$ cat config.mk
export PLATFORM = sky130hd
export DESIGN_NAME = cobs_cmd_burst
export DESIGN_NICKNAME = d
export VERILOG_FILES = /design/src/rtl/cobs_cmd_pkg.sv /design/src/rtl/cobs_unstuff.sv /design/src/rtl/cobs_cmd_burst.sv
export SDC_FILE = /design/constraint.sdc
export NUM_CORES = 1
export LEC_CHECK = 0
export ABC_AREA = 1
export ABC_CLOCK_PERIOD_IN_PS = 1700
export BUFFER_PORTS_ARGS = -buffer_cell sky130_fd_sc_hd__buf_4
export CORE_ASPECT_RATIO = 1.2
export CORE_MARGIN = 2
export CORE_UTILIZATION = 39
export DETAILED_ROUTE_END_ITERATION = 7
export GPL_ROUTABILITY_DRIVEN = 1
export SETUP_SLACK_MARGIN = 0.4
export SYNTH_ARGS = -nofsm -noshare
export SYNTH_HDL_FRONTEND = slang
export SYNTH_SLANG_ARGS = --single-unit
$ cat constraint.sdc
create_clock -name clk -period 1.7 [get_ports clk]
set_clock_uncertainty 0.05 [all_clocks]
set_input_delay 0 -clock clk [delete_from_list [all_inputs] [get_ports clk]]
set_output_delay 0 -clock clk [all_outputs]
set_load 0.05 [all_outputs]
$ cat src/rtl/cobs_cmd_pkg.sv
// Shared constants and parse-state encoding for the COBS command receiver.
package cobs_cmd_pkg;

    localparam logic [7:0] COBS_DELIM = 8'h00;
    localparam logic [7:0] OP_WR_INC  = 8'h01;
    localparam logic [7:0] OP_WR_FIX  = 8'h02;

    typedef enum logic [1:0] {
        ST_HDR     = 2'd0,
        ST_ADDR    = 2'd1,
        ST_DATA    = 2'd2,
        ST_DISCARD = 2'd3
    } parse_state_t;

    function automatic logic is_write_op(input logic [7:0] op);
        return (op == OP_WR_INC) || (op == OP_WR_FIX);
    endfunction

endpackage

$ cat src/rtl/cobs_unstuff.sv
// Registered COBS decoder: one decoded event (byte or delimiter) per accepted input byte.
module cobs_unstuff
    import cobs_cmd_pkg::*;
(
    input  logic       clk,
    input  logic       rst,
    input  logic [7:0] i_data,
    input  logic       i_valid,
    output logic       o_ready,
    output logic [7:0] o_data,
    output logic       o_valid,
    output logic       o_last,
    output logic       o_err,
    input  logic       i_ready
);

    logic [7:0] r_cnt;
    logic       r_in_frame;
    logic       r_ovh;
    logic [7:0] r_data;
    logic       r_valid;
    logic       r_last;
    logic       r_err;

    logic       w_acc;
    logic [7:0] w_cnt;
    logic       w_in_frame;
    logic       w_ovh;
    logic       w_emit;
    logic [7:0] w_byte;
    logic       w_dlm;
    logic       w_ovr;

    // The stage advances only when the consumer advances, so a stall freezes it.
    assign o_ready = i_ready;
    assign w_acc   = i_valid && i_ready;

    // Block decode: code bytes load the literal count, the implied zero rides on the next code byte.
    always_comb begin
        w_cnt      = r_cnt;
        w_in_frame = r_in_frame;
        w_ovh      = r_ovh;
        w_emit     = 1'b0;
        w_byte     = i_data;
        w_dlm      = 1'b0;
        w_ovr      = 1'b0;
        if (w_acc) begin
            if (i_data == COBS_DELIM) begin
                w_dlm      = r_in_frame;
                w_ovr      = r_in_frame && (r_cnt != 8'd0);
                w_in_frame = 1'b0;
                w_cnt      = 8'd0;
                w_ovh      = 1'b0;
            end else if (r_cnt == 8'd0) begin
                w_emit     = r_in_frame && !r_ovh;
                w_byte     = 8'h00;
                w_in_frame = 1'b1;
                w_cnt      = i_data - 8'd1;
                w_ovh      = (i_data == 8'hFF);
            end else begin
                w_emit = 1'b1;
                w_cnt  = r_cnt - 8'd1;
            end
        end else begin
            w_emit = 1'b0;
        end
    end

    // Decoder state and output event register.
    always_ff @(posedge clk or negedge rst) begin
        if (!rst) begin
            r_cnt      <= 8'd0;
            r_in_frame <= 1'b0;
            r_ovh      <= 1'b0;
            r_data     <= 8'd0;
            r_valid    <= 1'b0;
            r_last     <= 1'b0;
            r_err      <= 1'b0;
        end else if (i_ready) begin
            r_cnt      <= w_cnt;
            r_in_frame <= w_in_frame;
            r_ovh      <= w_ovh;
            r_data     <= w_emit ? w_byte : r_data;
            r_valid    <= w_emit || w_dlm;
            r_last     <= w_dlm;
            r_err      <= w_ovr;
        end else begin
            r_valid <= r_valid;
        end
    end

    assign o_data  = r_data;
    assign o_valid = r_valid;
    assign o_last  = r_last;
    assign o_err   = r_err;

endmodule

$ cat src/rtl/cobs_cmd_burst.sv
// COBS command receiver: parses opcode/address/data words into write beats with one-word hold-back.
module cobs_cmd_burst
    import cobs_cmd_pkg::*;
#(
    parameter int AW        = 8,
    parameter int DW        = 24,
    parameter int MAX_BURST = 16,
    parameter int ECW       = 16
) (
    input  logic           clk,
    input  logic           rst,
    input  logic [7:0]     i_data,
    input  logic           i_valid,
    output logic           o_ready,
    output logic [AW-1:0]  o_addr,
    output logic [DW-1:0]  o_data,
    output logic           o_valid,
    input  logic           i_ready,
    output logic           o_last,
    output logic           o_err,
    output logic [ECW-1:0] err_count
);

    localparam int AB  = AW / 8;
    localparam int DB  = DW / 8;
    localparam int WCW = $clog2(MAX_BURST + 2);

    logic           w_adv, w_ev;
    logic [7:0]     w_u_data;
    logic           w_u_valid, w_u_last, w_u_err, w_u_ready;

    parse_state_t   r_state, w_state;
    logic [3:0]     r_bcnt, w_bcnt;
    logic [WCW-1:0] r_wcnt, w_wcnt;
    logic           r_inc, w_inc;
    logic [AW-1:0]  r_addr, w_addr, w_addr_sh;
    logic [DW-1:0]  r_word, w_word, w_word_sh;
    logic           r_pend_v, w_pend_v;
    logic [AW-1:0]  r_pend_addr, w_pend_addr;
    logic [DW-1:0]  r_pend_data, w_pend_data;
    logic           w_push, w_push_last, w_err;

    logic           r_o_valid, r_o_last, r_o_err;
    logic [AW-1:0]  r_o_addr;
    logic [DW-1:0]  r_o_data;
    logic [ECW-1:0] r_err_cnt;

    assign w_adv = !r_o_valid || i_ready;

    cobs_unstuff u_unstuff (
        .clk     (clk),
        .rst     (rst),
        .i_data  (i_data),
        .i_valid (i_valid),
        .o_ready (w_u_ready),
        .o_data  (w_u_data),
        .o_valid (w_u_valid),
        .o_last  (w_u_last),
        .o_err   (w_u_err),
        .i_ready (w_adv)
    );

    assign o_ready   = w_u_ready;
    assign w_ev      = w_u_valid && w_adv;
    assign w_addr_sh = (r_addr << 8) | AW'(w_u_data);
    assign w_word_sh = (r_word << 8) | DW'(w_u_data);

    // Frame parser: next state, pending-word management, beat push and error detection.
    always_comb begin
        w_state     = r_state;
        w_bcnt      = r_bcnt;
        w_wcnt      = r_wcnt;
        w_inc       = r_inc;
        w_addr      = r_addr;
        w_word      = r_word;
        w_pend_v    = r_pend_v;
        w_pend_addr = r_pend_addr;
        w_pend_data = r_pend_data;
        w_push      = 1'b0;
        w_push_last = 1'b0;
        w_err       = 1'b0;
        if (w_ev && w_u_last) begin
            w_state  = ST_HDR;
            w_bcnt   = 4'd0;
            w_wcnt   = '0;
            w_pend_v = 1'b0;
            case (r_state)
                ST_DISCARD: w_err = 1'b0;
                ST_DATA: begin
                    if (w_u_err || (r_bcnt != 4'd0) || (r_wcnt == '0)) begin
                        w_err = 1'b1;
                    end else begin
                        w_push      = 1'b1;
                        w_push_last = 1'b1;
                    end
                end
                default: w_err = 1'b1;
            endcase
        end else if (w_ev) begin
            case (r_state)
                ST_HDR: begin
                    if (is_write_op(w_u_data)) begin
                        w_state = ST_ADDR;
                        w_inc   = (w_u_data == OP_WR_INC);
                        w_bcnt  = 4'd0;
                    end else begin
                        w_err   = 1'b1;
                        w_state = ST_DISCARD;
                    end
                end
                ST_ADDR: begin
                    w_addr = w_addr_sh;
                    if (r_bcnt == 4'(AB - 1)) begin
                        w_state = ST_DATA;
                        w_bcnt  = 4'd0;
                    end else begin
                        w_bcnt = r_bcnt + 4'd1;
                    end
                end
                ST_DATA: begin
                    w_word = w_word_sh;
                    if (r_bcnt == 4'(DB - 1)) begin
                        w_bcnt = 4'd0;
                        w_wcnt = r_wcnt + WCW'(1);
                        if (r_wcnt == WCW'(MAX_BURST)) begin
                            w_err    = 1'b1;
                            w_state  = ST_DISCARD;
                            w_pend_v = 1'b0;
                        end else begin
                            w_push      = r_pend_v;
                            w_pend_v    = 1'b1;
                            w_pend_addr = r_addr;
                            w_pend_data = w_word_sh;
                            w_addr      = r_inc ? (r_addr + AW'(1)) : r_addr;
                        end
                    end else begin
                        w_bcnt = r_bcnt + 4'd1;
                    end
                end
                default: w_state = ST_DISCARD;
            endcase
        end else begin
            w_err = 1'b0;
        end
    end

    // Parser state, pending word, output beat register and saturating error counter.
    always_ff @(posedge clk or negedge rst) begin
        if (!rst) begin
            r_state     <= ST_HDR;
            r_bcnt      <= 4'd0;
            r_wcnt      <= '0;
            r_inc       <= 1'b0;
            r_addr      <= '0;
            r_word      <= '0;
            r_pend_v    <= 1'b0;
            r_pend_addr <= '0;
            r_pend_data <= '0;
            r_o_valid   <= 1'b0;
            r_o_addr    <= '0;
            r_o_data    <= '0;
            r_o_last    <= 1'b0;
            r_o_err     <= 1'b0;
            r_err_cnt   <= '0;
        end else begin
            r_state     <= w_state;
            r_bcnt      <= w_bcnt;
            r_wcnt      <= w_wcnt;
            r_inc       <= w_inc;
            r_addr      <= w_addr;
            r_word      <= w_word;
            r_pend_v    <= w_pend_v;
            r_pend_addr <= w_pend_addr;
            r_pend_data <= w_pend_data;
            r_o_err     <= w_err;
            if (w_adv) begin
                r_o_valid <= w_push;
                r_o_last  <= w_push_last;
                if (w_push) begin
                    r_o_addr <= r_pend_addr;
                    r_o_data <= r_pend_data;
                end
            end
            if (w_err && (r_err_cnt != {ECW{1'b1}})) begin
                r_err_cnt <= r_err_cnt + ECW'(1);
            end
        end
    end

    assign o_valid   = r_o_valid;
    assign o_addr    = r_o_addr;
    assign o_data    = r_o_data;
    assign o_last    = r_o_last;
    assign o_err     = r_o_err;
    assign err_count = r_err_cnt;

endmodule

# After elaboration in Yosys (flattened, before gate mapping)
# Index checks and enable logic that the tools add are counted.
[totals] wordCells=142 inputBits=12 register_bits=141 output_inout_bits=52
[op_classes] n_eq_ne=16 n_addsub=6 bitwise=3 muxes=58 reduce_logical=37
[op_table] cell="$mux W8" count=8
[op_table] cell="$mux W1" count=30
[op_table] cell="$or A24 B8 Y24" count=1
[op_table] cell="$mux W4" count=5
[op_table] cell="$mux W5" count=4
[op_table] cell="$add A16 B1 Y16 const B" count=1
[op_table] cell="$logic_not A8 Y1" count=2
[op_table] cell="$ne A16 B16 Y1 const B" count=1
[op_table] cell="$pmux W8 S2" count=1
[op_table] cell="$sub A8 B1 Y8 const B" count=2
[op_table] cell="$mux W2" count=6
[op_table] cell="$ne A3 B3 Y1 const B" count=4
[op_table] cell="$pmux W4 S3" count=1
[op_table] cell="$reduce_and A3 Y1" count=4
[op_table] cell="$reduce_bool A2 Y1" count=5
[op_table] cell="$add A8 B1 Y8 const B" count=1
[op_table] cell="$eq A8 B1 Y1 const B" count=1
[op_table] cell="$eq A8 B2 Y1 const B" count=1
[op_table] cell="$eq A8 B8 Y1 const B" count=1
[op_table] cell="$reduce_and A4 Y1" count=2
[op_table] cell="$reduce_bool A4 Y1" count=2
[op_table] cell="$reduce_bool A8 Y1" count=1
[op_table] cell="$logic_and A1 B1 Y1" count=6
[op_table] cell="$ne A2 B2 Y1 const B" count=3
[op_table] cell="other kinds (17)" count=27

# Logic depth before layout (Yosys ltp)
[logic_depth] word_depth=7 depth_mapped=13 mapped_depth_nobuf=11

# By module
# From an unflattened synthesis, not the netlist that was laid out.
[unflattened] hier_cells=823 area_unflattened_um2=6784.0
[by_module_without_submodules] mod="cobs_cmd_burst" seq_area_each_um2=3002.9 cells_per_inst=669 area_per_inst_um2=5617.9 instances=1
[by_module_without_submodules] mod="cobs_unstuff" seq_area_each_um2=525.5 cells_per_inst=154 area_per_inst_um2=1166.1 instances=1

# Worst setup path after synthesis
# Ideal clock, no wire load.
[synth_timing] kind="reg-to-reg" start="reg r_o_valid, in the netlist o_valid" end="reg u_unstuff.r_data[5], in the netlist u_unstuff.o_data[5]" setup_time_ns=0.131 path_buffers=0 t_required_ns=1.519 arrival_time_ns=1.898 period_less_slack_ns=2.078 path_slack_ns=-0.378 stages_incl_launch_ff=9 path_cell_list="dfrtp_1 inv_1 nor2_4 inv_1 nand2_2 nor2_2 nand2_2 nand2_1 o31ai_1"
[synth_between] elab_chain_len=5 word_cells_on_any_way=6 cone_classes="mux: 2; reduce/logical: 4"
[synth_lines] item="start: declaration" line_no="cobs_cmd_burst.sv:43" text="logic r_o_valid, r_o_last, r_o_err;"
[synth_lines] item="start signal: assignment" line_no="cobs_cmd_burst.sv:177" text="r_o_valid <= w_push;"
[synth_lines] item="$logic_not A1 Y1 *" line_no="cobs_cmd_burst.sv:48" text="assign w_adv = !r_o_valid || i_ready;"
[synth_lines] item="$logic_or A1 B1 Y1 *" line_no="cobs_cmd_burst.sv:48"
[synth_lines] item="net o_ready" line_no="cobs_cmd_burst.sv:14" text="output logic o_ready,"
[synth_lines] item="$logic_and A1 B1 Y1" line_no="cobs_unstuff.sv:36" text="assign w_acc = i_valid && i_ready;"
[synth_lines] item="$mux W1" line_no="cobs_unstuff.sv:47" text="if (w_acc) begin"
[synth_lines] item="$reduce_and A2 Y1 (no line)"
[synth_lines] item="end signal: assignment" line_no="cobs_unstuff.sv:83" text="r_data <= w_emit ? w_byte : r_data;"
[synth_lines] item="end: declaration" line_no="cobs_unstuff.sv:20" text="logic [7:0] r_data;"
# The timed path passes the listed nets; every way through them passes the cells marked *.
# A chain may end at the register's enable or synchronous reset.

# Worst setup path after layout
[layout_timing] start="reg r_bcnt[1]" end="reg r_addr[6]"
[layout_between] elab_chain_len=3
[layout_lines] item="start: declaration" line_no="cobs_cmd_burst.sv:33" text="logic [3:0] r_bcnt, w_bcnt;"
[layout_lines] item="start signal: assignment" line_no="cobs_cmd_burst.sv:167" text="r_bcnt <= w_bcnt;"
[layout_lines] item="$eq A4 B2 Y1" line_no="cobs_cmd_burst.sv:122" text="if (r_bcnt == 4'(DB - 1)) begin"
[layout_lines] item="$ne A2 B2 Y1 (no line)"
[layout_lines] item="$reduce_and A6 Y1 (no line)"
[layout_lines] item="end signal: assignment" line_no="cobs_cmd_burst.sv:170" text="r_addr <= w_addr;"
[layout_lines] item="end: declaration" line_no="cobs_cmd_burst.sv:36" text="logic [AW-1:0] r_addr, w_addr, w_addr_sh;"
# Every way passes these cells.

==> flow_summary.yaml <==
critical_path:
  crit_type: "reg -> reg"
  cp.arrival_ns: 2.15
  r2r_slack_ns: -0.14
  crit_path_end_kind: "flip-flop"
  crit_path_start_kind: "flip-flop"
  critPathRequiredTime_ns: 2.00
  crit_fanout: 3
sta:
  hold_viol: 0
  rsz0062_at_grt: "true"
  drv_slew: 0
  setup_viol: 92
  min_period_ns: 1.842
  fin_crit_sh_pct: 108.4
  slew_headroom_pct: 70.92
  worst-slew-pin-transition_ns: 0.4343
  final.setup.worst_slack_ns: -0.1424
  fmax_ghz: 0.5428
final_layout:
  area_delta_synth_final_pct: 62.55
  drive_above_1_share_pct: 50.00
  final_common_cell: "nand2_1"
  fill_cells: 1295
  final_net_count: 1055
  antenna_cells: 0
  final_util_pct: 65.05
  final_cell_mix: "nand2_1, buf_4, dfrtp_1"
  stdcell_count: 1258
global_route:
  track_usage_pct: 21.19
  first_global_vias: 6374
  grt_max_degree: 48
  antenna_found_initial: 0
  grt_pass1_wl_um: 31600
  grt-ovfl-total: 0
hold_path:
  hold_class: "in -> reg"
floorplan:
  fp.dieH_um: 148.6
  num_rows: 52
  die_area_um2: 18500
  die_w_um: 124.5
  io_pins: 64
  initial_core_util_pct: 40.02
  fp.coreArea_um2: 16980
routing:
  drc_errors: 0
  dr.first_iter.drc_count: 360
  viasPerCell: 5.113
  num_vias: 6432
  ant_nets: 0
  dr.pass1.iters: 5
  wl_per_cell_um: 16.31
  routed_wl_um: 20510
yosys:
  syn-num-nets: 820
  ys.flop_type: "dfrtp_1"
  yosys.cell_types.count: 39
  ys_ff_latch: 141
  postSynth.asyncResetShare_pct: 100.0
  synth_edf_count: 0
  ys_seq_area_share_pct: 51.92
  postSynthCellCount: 795
  ys.warnings.count: 0
  synth_area_um2: 6795
  avgSynthCellArea_um2: 8.548
clock_tree:
  insertion_delay_ns: 0.43
  cts-root-buf: "clkbuf_16"
  cts-htree-levels: 4
  clk_path_buf_depth: 2
  path_clk_slew_ns: 0.06
  numCtsBuffers: 17
  clock_sinks: 141
  cts_tree: "done"
placement:
  dp.cells: 1138
  routabilityCongestion: 0.8538
  io_buffer_count: 63
  dp_hpwl_um: 11540
run_status:
  status: "finished, violations left"
  violations: "negative setup slack"
power:
  p_per_area_nw_per_um2: 1433
  ir_drop_mv: 0.8074
  leakagePower_uw: 0.005350
job:
  max_cap_violations: 0
## per-stage QoR
stage / area [µm²] / setup TNS (ns) / total power (µW) / setup WS, ns / hold WS [ns]
final: 11050 / -5.625 / 15830 / -0.1424 / 0.02877
after CTS: 10340 / -0.8872 / 14640 / -0.05484 / 0.01450
after detailed placement: 8452 / -3.545 / 9022 / -0.09563 / -0.1482
after global placement: 8452 / -2.578 / 8944 / -0.07901 / -0.1480
after floorplan: 7199 / -6.838 / 7519 / -0.1210 / -0.3456
after global routing: 11050 / -15.17 / 16700 / -0.2301 / 0.02572
## report_power, final
part | internal [µW] | total (µW) | switching [µW]
Sequential | 4220 | 4880 | 660
Clock | 2460 | 3970 | 1510
Combinational | 3250 | 6980 | 3720
Total | 9940 | 15800 | 5890
## final timing paths
| path | from | endpoint | cells past startpoint |
|---|---|---|---|
| setup / recovery | r_bcnt[1] | r_addr[6] | 12 |
| hold / removal | i_data[1] | u_unstuff.r_cnt[1] | 4 |
| setup reg to reg | r_bcnt[1] | r_addr[6] | 12 |
| hold reg to reg | r_pend_data[17] | o_data[17] | 2 |
| max in group asynchronous | rst | o_valid | 4 |
| min in group asynchronous | rst | r_word[13] | 3 |
## sequential cells by signal, indices dropped and copies added, names as in the netlist, 5 cells and up
name / flops
o_data: 24
err_count: 16
r_addr: 8
r_word: 16
r_pend_addr: 8
r_pend_data: 24
u_unstuff.o_data: 8
o_addr: 8
r_wcnt: 5
u_unstuff.r_cnt: 8
## per-layer routing
layer  vias to the layer above  global-route usage [%]  part of all wire (%)  wire length [µm]
met5                         -                       0                     0                 0
met4                         0                   6.011                   2.2               455
met3                        38                   4.496                   3.3               677
met2                       134                   38.74                    55             11230
met1                      3176                   25.17                    40              8153
li1                       3084                       -                     -                 -
## repair_timing
action,in CTS,in global routing
hold endpoints to repair,160,0
hold buffers,12,0
setup buffers,42,19
cloned,9,7
resized for setup,179,105
setup endpoints to repair,142,142
pin swaps,69,66
## final cells by class
type,instances,area (µm²),area share [%]
timing repair buffer,239,2377,21.52
tap,216,270.3,2.447
clock inverter,13,191.4,1.733
sequential,141,3546,32.10
inverter,75,321.6,2.911
clock buffer,18,429.2,3.885
multi-input combinational,556,3910,35.40
## cell families (layout without fill, tap and decap cells)
group | count (synthesis) | in the layout | share of synthesized area [%]
AOI/OAI and AO/OA | 107 | 107 | 8.654
xor gates and xnor gates | 15 | 15 | 1.933
adders and majority gates | 13 | 13 | 2.394
buffers and inverters | 104 | 345 | 7.181
DFF | 141 | 141 | 51.92
and+or+nand+nor | 415 | 421 | 27.91
## worst max-delay path, stage by stage (launching register included)
cell	delay [ns]
dfrtp_1	0.36
buf_6	0.11
ha_4	0.13
nand3_4	0.09
buf_6	0.14
nand2_4	0.07
o21ai_4	0.07
nor3_2	0.20
buf_6	0.16
buf_4	0.11
buf_6	0.08
nand3_2	0.06
a21oi_2	0.12
## synthesized netlist by cell type (2+ instances only)
| master | number | area share [%] |
|---|---|---|
| nand2_1 | 252 | 14 |
| dfrtp_1 | 141 | 52 |
| nand3_1 | 77 | 5.7 |
| inv_1 | 70 | 3.9 |
| o21ai_0 | 44 | 3.2 |
| nor2_1 | 39 | 2.2 |
| o21ai_1 | 22 | 1.6 |
| a21oi_1 | 21 | 1.5 |
| ha_1 | 13 | 2.4 |
| nand4_1 | 13 | 1.2 |
| buf_2 | 12 | 0.88 |
| xor2_1 | 11 | 1.4 |
| buf_6 | 10 | 1.7 |
| o31ai_1 | 10 | 1.1 |
| nand2_4 | 6 | 0.99 |
| nor3_1 | 6 | 0.44 |
| clkbuf_1 | 5 | 0.28 |
| inv_2 | 5 | 0.28 |
| nand2_2 | 4 | 0.37 |
| o21ai_2 | 4 | 0.52 |
| xnor2_1 | 4 | 0.52 |
| nor3_2 | 3 | 0.44 |
| buf_4 | 2 | 0.22 |
| nand3b_1 | 2 | 0.22 |
| nor2_4 | 2 | 0.33 |
| nor2_8 | 2 | 0.59 |
| o211ai_1 | 2 | 0.22 |
| o22ai_1 | 2 | 0.18 |
(Power assumes the default switching activity.)
